<file path="config.mk">
export PLATFORM = sky130hd
export DESIGN_NAME = imem_loader
export DESIGN_NICKNAME = d
export VERILOG_FILES = /design/src/rtl/riscv_pkg.sv /design/src/rtl/imem_word_packer.sv /design/src/rtl/imem_loader.sv
export SDC_FILE = /design/constraint.sdc
export NUM_CORES = 1
export LEC_CHECK = 0
export CORE_UTILIZATION = 45
export DETAILED_ROUTE_END_ITERATION = 10
export PLACE_DENSITY = 0.79
export SLEW_MARGIN = 20
export SYNTH_ARGS = -nofsm -noshare
export SYNTH_HDL_FRONTEND = slang
export SYNTH_HIERARCHICAL = 1
export SYNTH_SLANG_ARGS = --single-unit
</file>
<file path="constraint.sdc">
create_clock -name clk -period 2.25 [get_ports clk]
set_input_delay 0.5625 -clock clk [delete_from_list [all_inputs] [get_ports clk]]
set_output_delay 0.5625 -clock clk [all_outputs]
set_load 0.02 [all_outputs]
</file>
<file path="src/rtl/riscv_pkg.sv">
// Shared definitions for the boot-time instruction-memory loader.
package riscv_pkg;

    typedef enum logic [1:0] {
        LOAD,
        WRITE,
        DONE,
        ERR
    } loader_state_t;

    localparam int unsigned BYTES_PER_WORD = 4;
    localparam int unsigned LANE_W         = $clog2(BYTES_PER_WORD);
    localparam logic [31:0] IMEM_BASE      = 32'h0;

endpackage

</file>
<file path="src/rtl/imem_word_packer.sv">
// Packs a byte stream little-endian into a 32-bit word; full flags the last free lane.
module imem_word_packer
    import riscv_pkg::*;
(
    input  logic        clk,
    input  logic        rst,
    input  logic        push,
    input  logic        clear,
    input  logic [7:0]  data,
    output logic [31:0] word,
    output logic        full
);

    logic [31:0]       word_q;
    logic [LANE_W-1:0] lane_q;

    always_ff @(posedge clk) begin
        if (rst || clear) begin
            word_q <= '0;
            lane_q <= '0;
        end else if (push) begin
            word_q[8*lane_q +: 8] <= data;
            lane_q                <= lane_q + LANE_W'(1);
        end
    end

    assign word = word_q;
    assign full = (lane_q == LANE_W'(BYTES_PER_WORD - 1));

endmodule

</file>
<file path="src/rtl/imem_loader.sv">
// Streams a byte image into instruction memory, holding the CPU in reset until the
// last word lands; overflow or a truncated final word aborts the load.
module imem_loader
    import riscv_pkg::*;
#(
    parameter int unsigned DEPTH = 64,
    parameter int unsigned CNT_W = $clog2(DEPTH + 1)
) (
    input  logic             clk,
    input  logic             rst,
    input  logic             s_valid,
    input  logic [7:0]       s_data,
    input  logic             s_last,
    output logic             s_ready,
    output logic             mem_we,
    output logic [31:0]      mem_addr,
    output logic [31:0]      mem_wdata,
    output logic             cpu_rst_n,
    output logic             done,
    output logic             err,
    output logic [CNT_W-1:0] words_loaded
);

    localparam int unsigned ADDR_W = (DEPTH > 1) ? $clog2(DEPTH) : 1;
    localparam logic [ADDR_W-1:0] LAST_ADDR = ADDR_W'(DEPTH - 1);

    loader_state_t     state_q;
    logic [ADDR_W-1:0] word_addr_q;
    logic [CNT_W-1:0]  words_q;
    logic              last_q;
    logic              s_ready_q;
    logic              mem_we_q;
    logic              done_q;
    logic              err_q;
    logic              cpu_run_q;

    logic              accept;
    logic [31:0]       pack_word;
    logic              pack_full;

    assign accept = s_valid && s_ready_q;

    imem_word_packer u_packer (
        .clk   (clk),
        .rst   (rst),
        .push  (accept),
        .clear (state_q == WRITE),
        .data  (s_data),
        .word  (pack_word),
        .full  (pack_full)
    );

    always_ff @(posedge clk) begin
        if (rst) begin
            state_q     <= LOAD;
            word_addr_q <= '0;
            words_q     <= '0;
            last_q      <= 1'b0;
            s_ready_q   <= 1'b1;
            mem_we_q    <= 1'b0;
            done_q      <= 1'b0;
            err_q       <= 1'b0;
            cpu_run_q   <= 1'b0;
        end else begin
            unique case (state_q)
                LOAD: begin
                    if (accept) begin
                        if (pack_full) begin
                            state_q   <= WRITE;
                            last_q    <= s_last;
                            s_ready_q <= 1'b0;
                            mem_we_q  <= 1'b1;
                        end else if (s_last) begin
                            state_q   <= ERR;
                            s_ready_q <= 1'b0;
                            err_q     <= 1'b1;
                        end
                    end
                end
                WRITE: begin
                    mem_we_q <= 1'b0;
                    words_q  <= words_q + CNT_W'(1);
                    // Address saturates at the top word so it can never wrap.
                    if (word_addr_q != LAST_ADDR) begin
                        word_addr_q <= word_addr_q + ADDR_W'(1);
                    end
                    if (last_q) begin
                        state_q   <= DONE;
                        done_q    <= 1'b1;
                        cpu_run_q <= 1'b1;
                    end else if (word_addr_q == LAST_ADDR) begin
                        state_q <= ERR;
                        err_q   <= 1'b1;
                    end else begin
                        state_q   <= LOAD;
                        s_ready_q <= 1'b1;
                    end
                end
                DONE: begin
                end
                ERR: begin
                end
            endcase
        end
    end

    assign s_ready      = s_ready_q;
    assign mem_we       = mem_we_q;
    assign mem_addr     = IMEM_BASE | (32'(word_addr_q) << 2);
    assign mem_wdata    = pack_word;
    assign done         = done_q;
    assign err          = err_q;
    assign words_loaded = words_q;
    // CPU goes back into reset in the very cycle the loader reset is sampled.
    assign cpu_rst_n    = cpu_run_q && !rst;

endmodule
</file>
==> impl_results.md <==
- Status: finished, final reports clean
- P per Cell Area: ~640 nW/µm²
- Hold Path Depth: 2
- Area Growth Syn to Fin: 27.5%
- Congestion Overflow GR: 0
- M1 WL: between 2000 and 3000 µm
- Clock buffers created by TritonCTS: 5
- Origin of the critical flop-to-flop path: state_q[0]$_SDFFE_PP0P_
- Total instance count after detailed placement: 414
- Tot Pwr: 2110 µW
- Die Span X: slightly below 80 µm
- Routed wirelength normalized by instance count: 13.6 µm
- Register-to-register setup slack: 0.51 ns
- Layout cell share with drive strength beyond 1: 8.57%
- Clock buffer depth: 2
- CTS H-Tree Depth: 2
- Max Clk Rate: 0.488 GHz
- Initial detailed-routing violation count: around 130
- Number of setup buffers added after CTS: 0
- Tightest hold margin: 0.457 ns
- Worst Setup Start Kind: register
- Terminus of the critical flop-to-flop path: u_packer/word[17]$_SDFFE_PP0P_
- Synthesized area: 2600 µm²
- Class of the most critical hold timing path: reg -> reg
- Area of the core: about 5500 µm²
- TritonCTS clock tree: built
- Top fanout value on the critical path: 8
- IR Drop Worst-Case VDD: 313 µV
- Via count of the first global-routing pass: 1992
- Delay contributed by the slowest stage of the critical path: ~0.67 ns
- Cell with the biggest individual delay on the critical path: sky130_fd_sc_hd__clkdlybuf4s50_1
- Post-synth top flop: sky130_fd_sc_hd__dfxtp_1
- CTS clk-pin slew, worst paths: 0.10 ns
- Cell breakdown of the critical path: clkdlybuf4s50_1
- Leakage dissipation: 0.00124 µW
- Cell types occupying the most area after synthesis: sky130_fd_sc_hd__dfxtp_1, sky130_fd_sc_hd__buf_4, sky130_fd_sc_hd__a21oi_1
- Die Y: between 70 and 80 µm
- Unique cell type count in the Yosys netlist: 60
- Top routing layer in use: met4
- TritonCTS sink count: 54
- Final period utilization: 91.1%
- Met2 wire length: 2700 µm
- Type of element capturing the critical path: output port
- Row count: 27
- Worst reg-to-reg path cell count: 5
- Shortest period the worst path allows: 2.05 ns
- Worst Tran Pin Value: 0.642 ns
- Initial core utilization: between 40% and 50%
- Asr flop ratio synth: 0%
- Skew-Pair Late Insertion Delay: approximately 0.31 ns
- Routed via count: between 2000 and 2500
- Post-synthesis average cell area: 9.16 µm²
- Ports: 88
- Initial antenna violation count: 0
- Count of placed standard cells in the final layout, fillers left out: between 400 and 500
- Most frequent cells after synthesis: sky130_fd_sc_hd__dfxtp_1, sky130_fd_sc_hd__nand2_1, sky130_fd_sc_hd__a21oi_1, sky130_fd_sc_hd__buf_4, sky130_fd_sc_hd__nand4_1
- Kind of critical path: reg -> out
- DIE AREA: around 6000 µm²
- First-pass GRT wire length: 9580 µm
- Cell accounting for the most synthesized area: sky130_fd_sc_hd__dfxtp_1
- Yosys reg bits: between 50 and 60
- Number of buffers inserted by port buffering: 61
- Total of endpoints with negative setup slack in the final report: 0
- Number of instances in the synthesized netlist: ~280
- Top-area cell type share of the netlist area: 41.5%
- Post-synth EDFFs: 0
- Slew Limit Fails: 0
- Number of detailed-route iterations in the first pass: 4
- Req. time, crit path: about 1.7 ns
- Gp weighted congestion: ~0.8
- Startpoint of the worst setup timing path: word_addr_q[2]$_SDFFE_PP0P_
- Met3 wire length: 235 µm
- Source of the worst hold timing path: u_packer/word[26]$_SDFFE_PP0P_
- Buffer and inverter count on the worst path: 1
- Root buffer cell: sky130_fd_sc_hd__clkbuf_8
- Final-layout setup total negative slack: 0 ns
- Maximum clock skew at final layout: 0.00760 ns
- Largest net degree at the start of global routing: 27
- Critical Path Sink: mem_addr[4]
- Core utilization of the finished layout: between 50% and 60%
- Sequential cell area fraction in the yosys report: 41.5%
- Drt drc: 0
- GRT Overall Usage: 19.6%
- Number of diodes: 0
- Half-perimeter wire length after detailed placement: 4080 µm
- Most common cell in the netlist: sky130_fd_sc_hd__dfxtp_1
- Number of max-cap violations: 0
- Number of hold violations in the final report: 0
- Detailed-route vias per instance: around 5.3
- Count of nets left with antenna violations after detail routing: 0
- Unrepaired setup endpoints after global routing: no
- Synth warn: 6
- Worst slew margin relative to its limit: 57.2%
- Critical path data arrival time: 1.49 ns
- Gate family responsible for the most delay along the worst path: buffers and inverters
- Total routed wirelength: 5760 µm
- Final net count: 369
- Cell depth of the worst setup path: 1
==> sequential cells by signal, summed over array words and instances (netlist names) <==
name	cells
state_q	2
last_q	1
cpu_run_q	1
u_packer/word	32
words_loaded	7
s_ready	1
err	1
word_addr_q	6
mem_we	1
u_packer/lane_q	2
==> placed cells by master, fill, tap and decap left out, types with 2 or more instances in the layout <==
cell type                          n
sky130_fd_sc_hd__ha_1              8
sky130_fd_sc_hd__dfxtp_1          54
sky130_fd_sc_hd__nand3b_1          2
sky130_fd_sc_hd__a211oi_1          2
sky130_fd_sc_hd__mux2i_1           2
sky130_fd_sc_hd__nand4_1          15
sky130_fd_sc_hd__nor2b_1           4
sky130_fd_sc_hd__a21oi_1          33
sky130_fd_sc_hd__inv_1             7
sky130_fd_sc_hd__a32o_1            9
sky130_fd_sc_hd__nor4b_1           2
sky130_fd_sc_hd__or3_1             2
sky130_fd_sc_hd__and3_1            2
sky130_fd_sc_hd__or4_1             2
sky130_fd_sc_hd__conb_1           26
sky130_fd_sc_hd__nand4b_1          8
sky130_fd_sc_hd__clkdlybuf4s50_1  60
sky130_fd_sc_hd__nor2_1           11
sky130_fd_sc_hd__xnor2_1           2
sky130_fd_sc_hd__buf_4            14
sky130_fd_sc_hd__and3b_1           2
sky130_fd_sc_hd__clkbuf_8          5
sky130_fd_sc_hd__clkinvlp_4        2
sky130_fd_sc_hd__nor3_1            3
sky130_fd_sc_hd__a32oi_1           2
sky130_fd_sc_hd__o31ai_1           2
sky130_fd_sc_hd__o21ai_0           3
sky130_fd_sc_hd__nand2_1          35
==> report_power, final <==
| group | leakage [µW] | total, µW | internal (µW) | switching [µW] |
|---|---|---|---|---|
| Combinational | 0.000751 | 444 | 175 | 268 |
| Sequential | 0.000437 | 1020 | 990 | 32.3 |
| Clock | 0.0000504 | 648 | 331 | 317 |
| Total | 0.00124 | 2110 | 1500 | 617 |
==> cells by family (layout without fill, tap and decap cells) <==
| logic type | after synthesis | count (layout) | synth area share, % |
|---|---|---|---|
| and+or+nand+nor | 101 | 101 | 23.0 |
| adders and majority gates | 8 | 8 | 3.85 |
| buffers and inverters | 50 | 91 | 12.6 |
| muxes | 2 | 2 | 0.769 |
| AOI/OAI and AO/OA | 65 | 65 | 17.1 |
| DFF | 54 | 54 | 41.5 |
| other | 1 | 26 | 0.144 |
| xor gates and xnor gates | 3 | 3 | 1.01 |
==> worst min-delay path by stage <==
stage	endpoint	slack [ns]
2_1_floorplan	last_q$_SDFFE_PP0P_	0.47
3_3_place_gp	u_packer/word[29]$_SDFFE_PP0P_	0.44
3_5_place_dp	u_packer/word[13]$_SDFFE_PP0P_	0.45
4_1_cts	u_packer/word[26]$_SDFFE_PP0P_	0.46
5_1_grt	u_packer/word[28]$_SDFFE_PP0P_	0.48
6_report	u_packer/word[26]$_SDFFE_PP0P_	0.46
==> area by class of cell <==
cell class,instances,area [µm²]
sequential,54,1080
fill,495,2220
clock inverter,3,45.0
inverter,8,30.0
tap,72,90.1
clock buffer,5,68.8
multi-input combinational,205,1290
timing repair buffer,75,714
==> timing repair <==
item	in CTS	in global routing
endpoints found under the setup margin	1	0
hold buffers	0	0
gates resized for setup	1	0
==> per-layer routing <==
layer | track usage (%) | up-vias
met5 | 0 | -
met4 | 5.74 | 0
met3 | 3.14 | 8
met2 | 30.5 | 57
met1 | 27.9 | 1054
li1 | - | 1106
==> stage by stage <==
stage | worst slack (ns) | cell area (µm²)
floorplan | 0.252 | 2700
global placement | -0.00616 | 3200
detailed placement | -0.0142 | 3200
CTS | 0.207 | 3320
global route | 0.135 | 3320
finish | 0.200 | 3320
No activity file was read; power rests on OpenSTA's default activity.
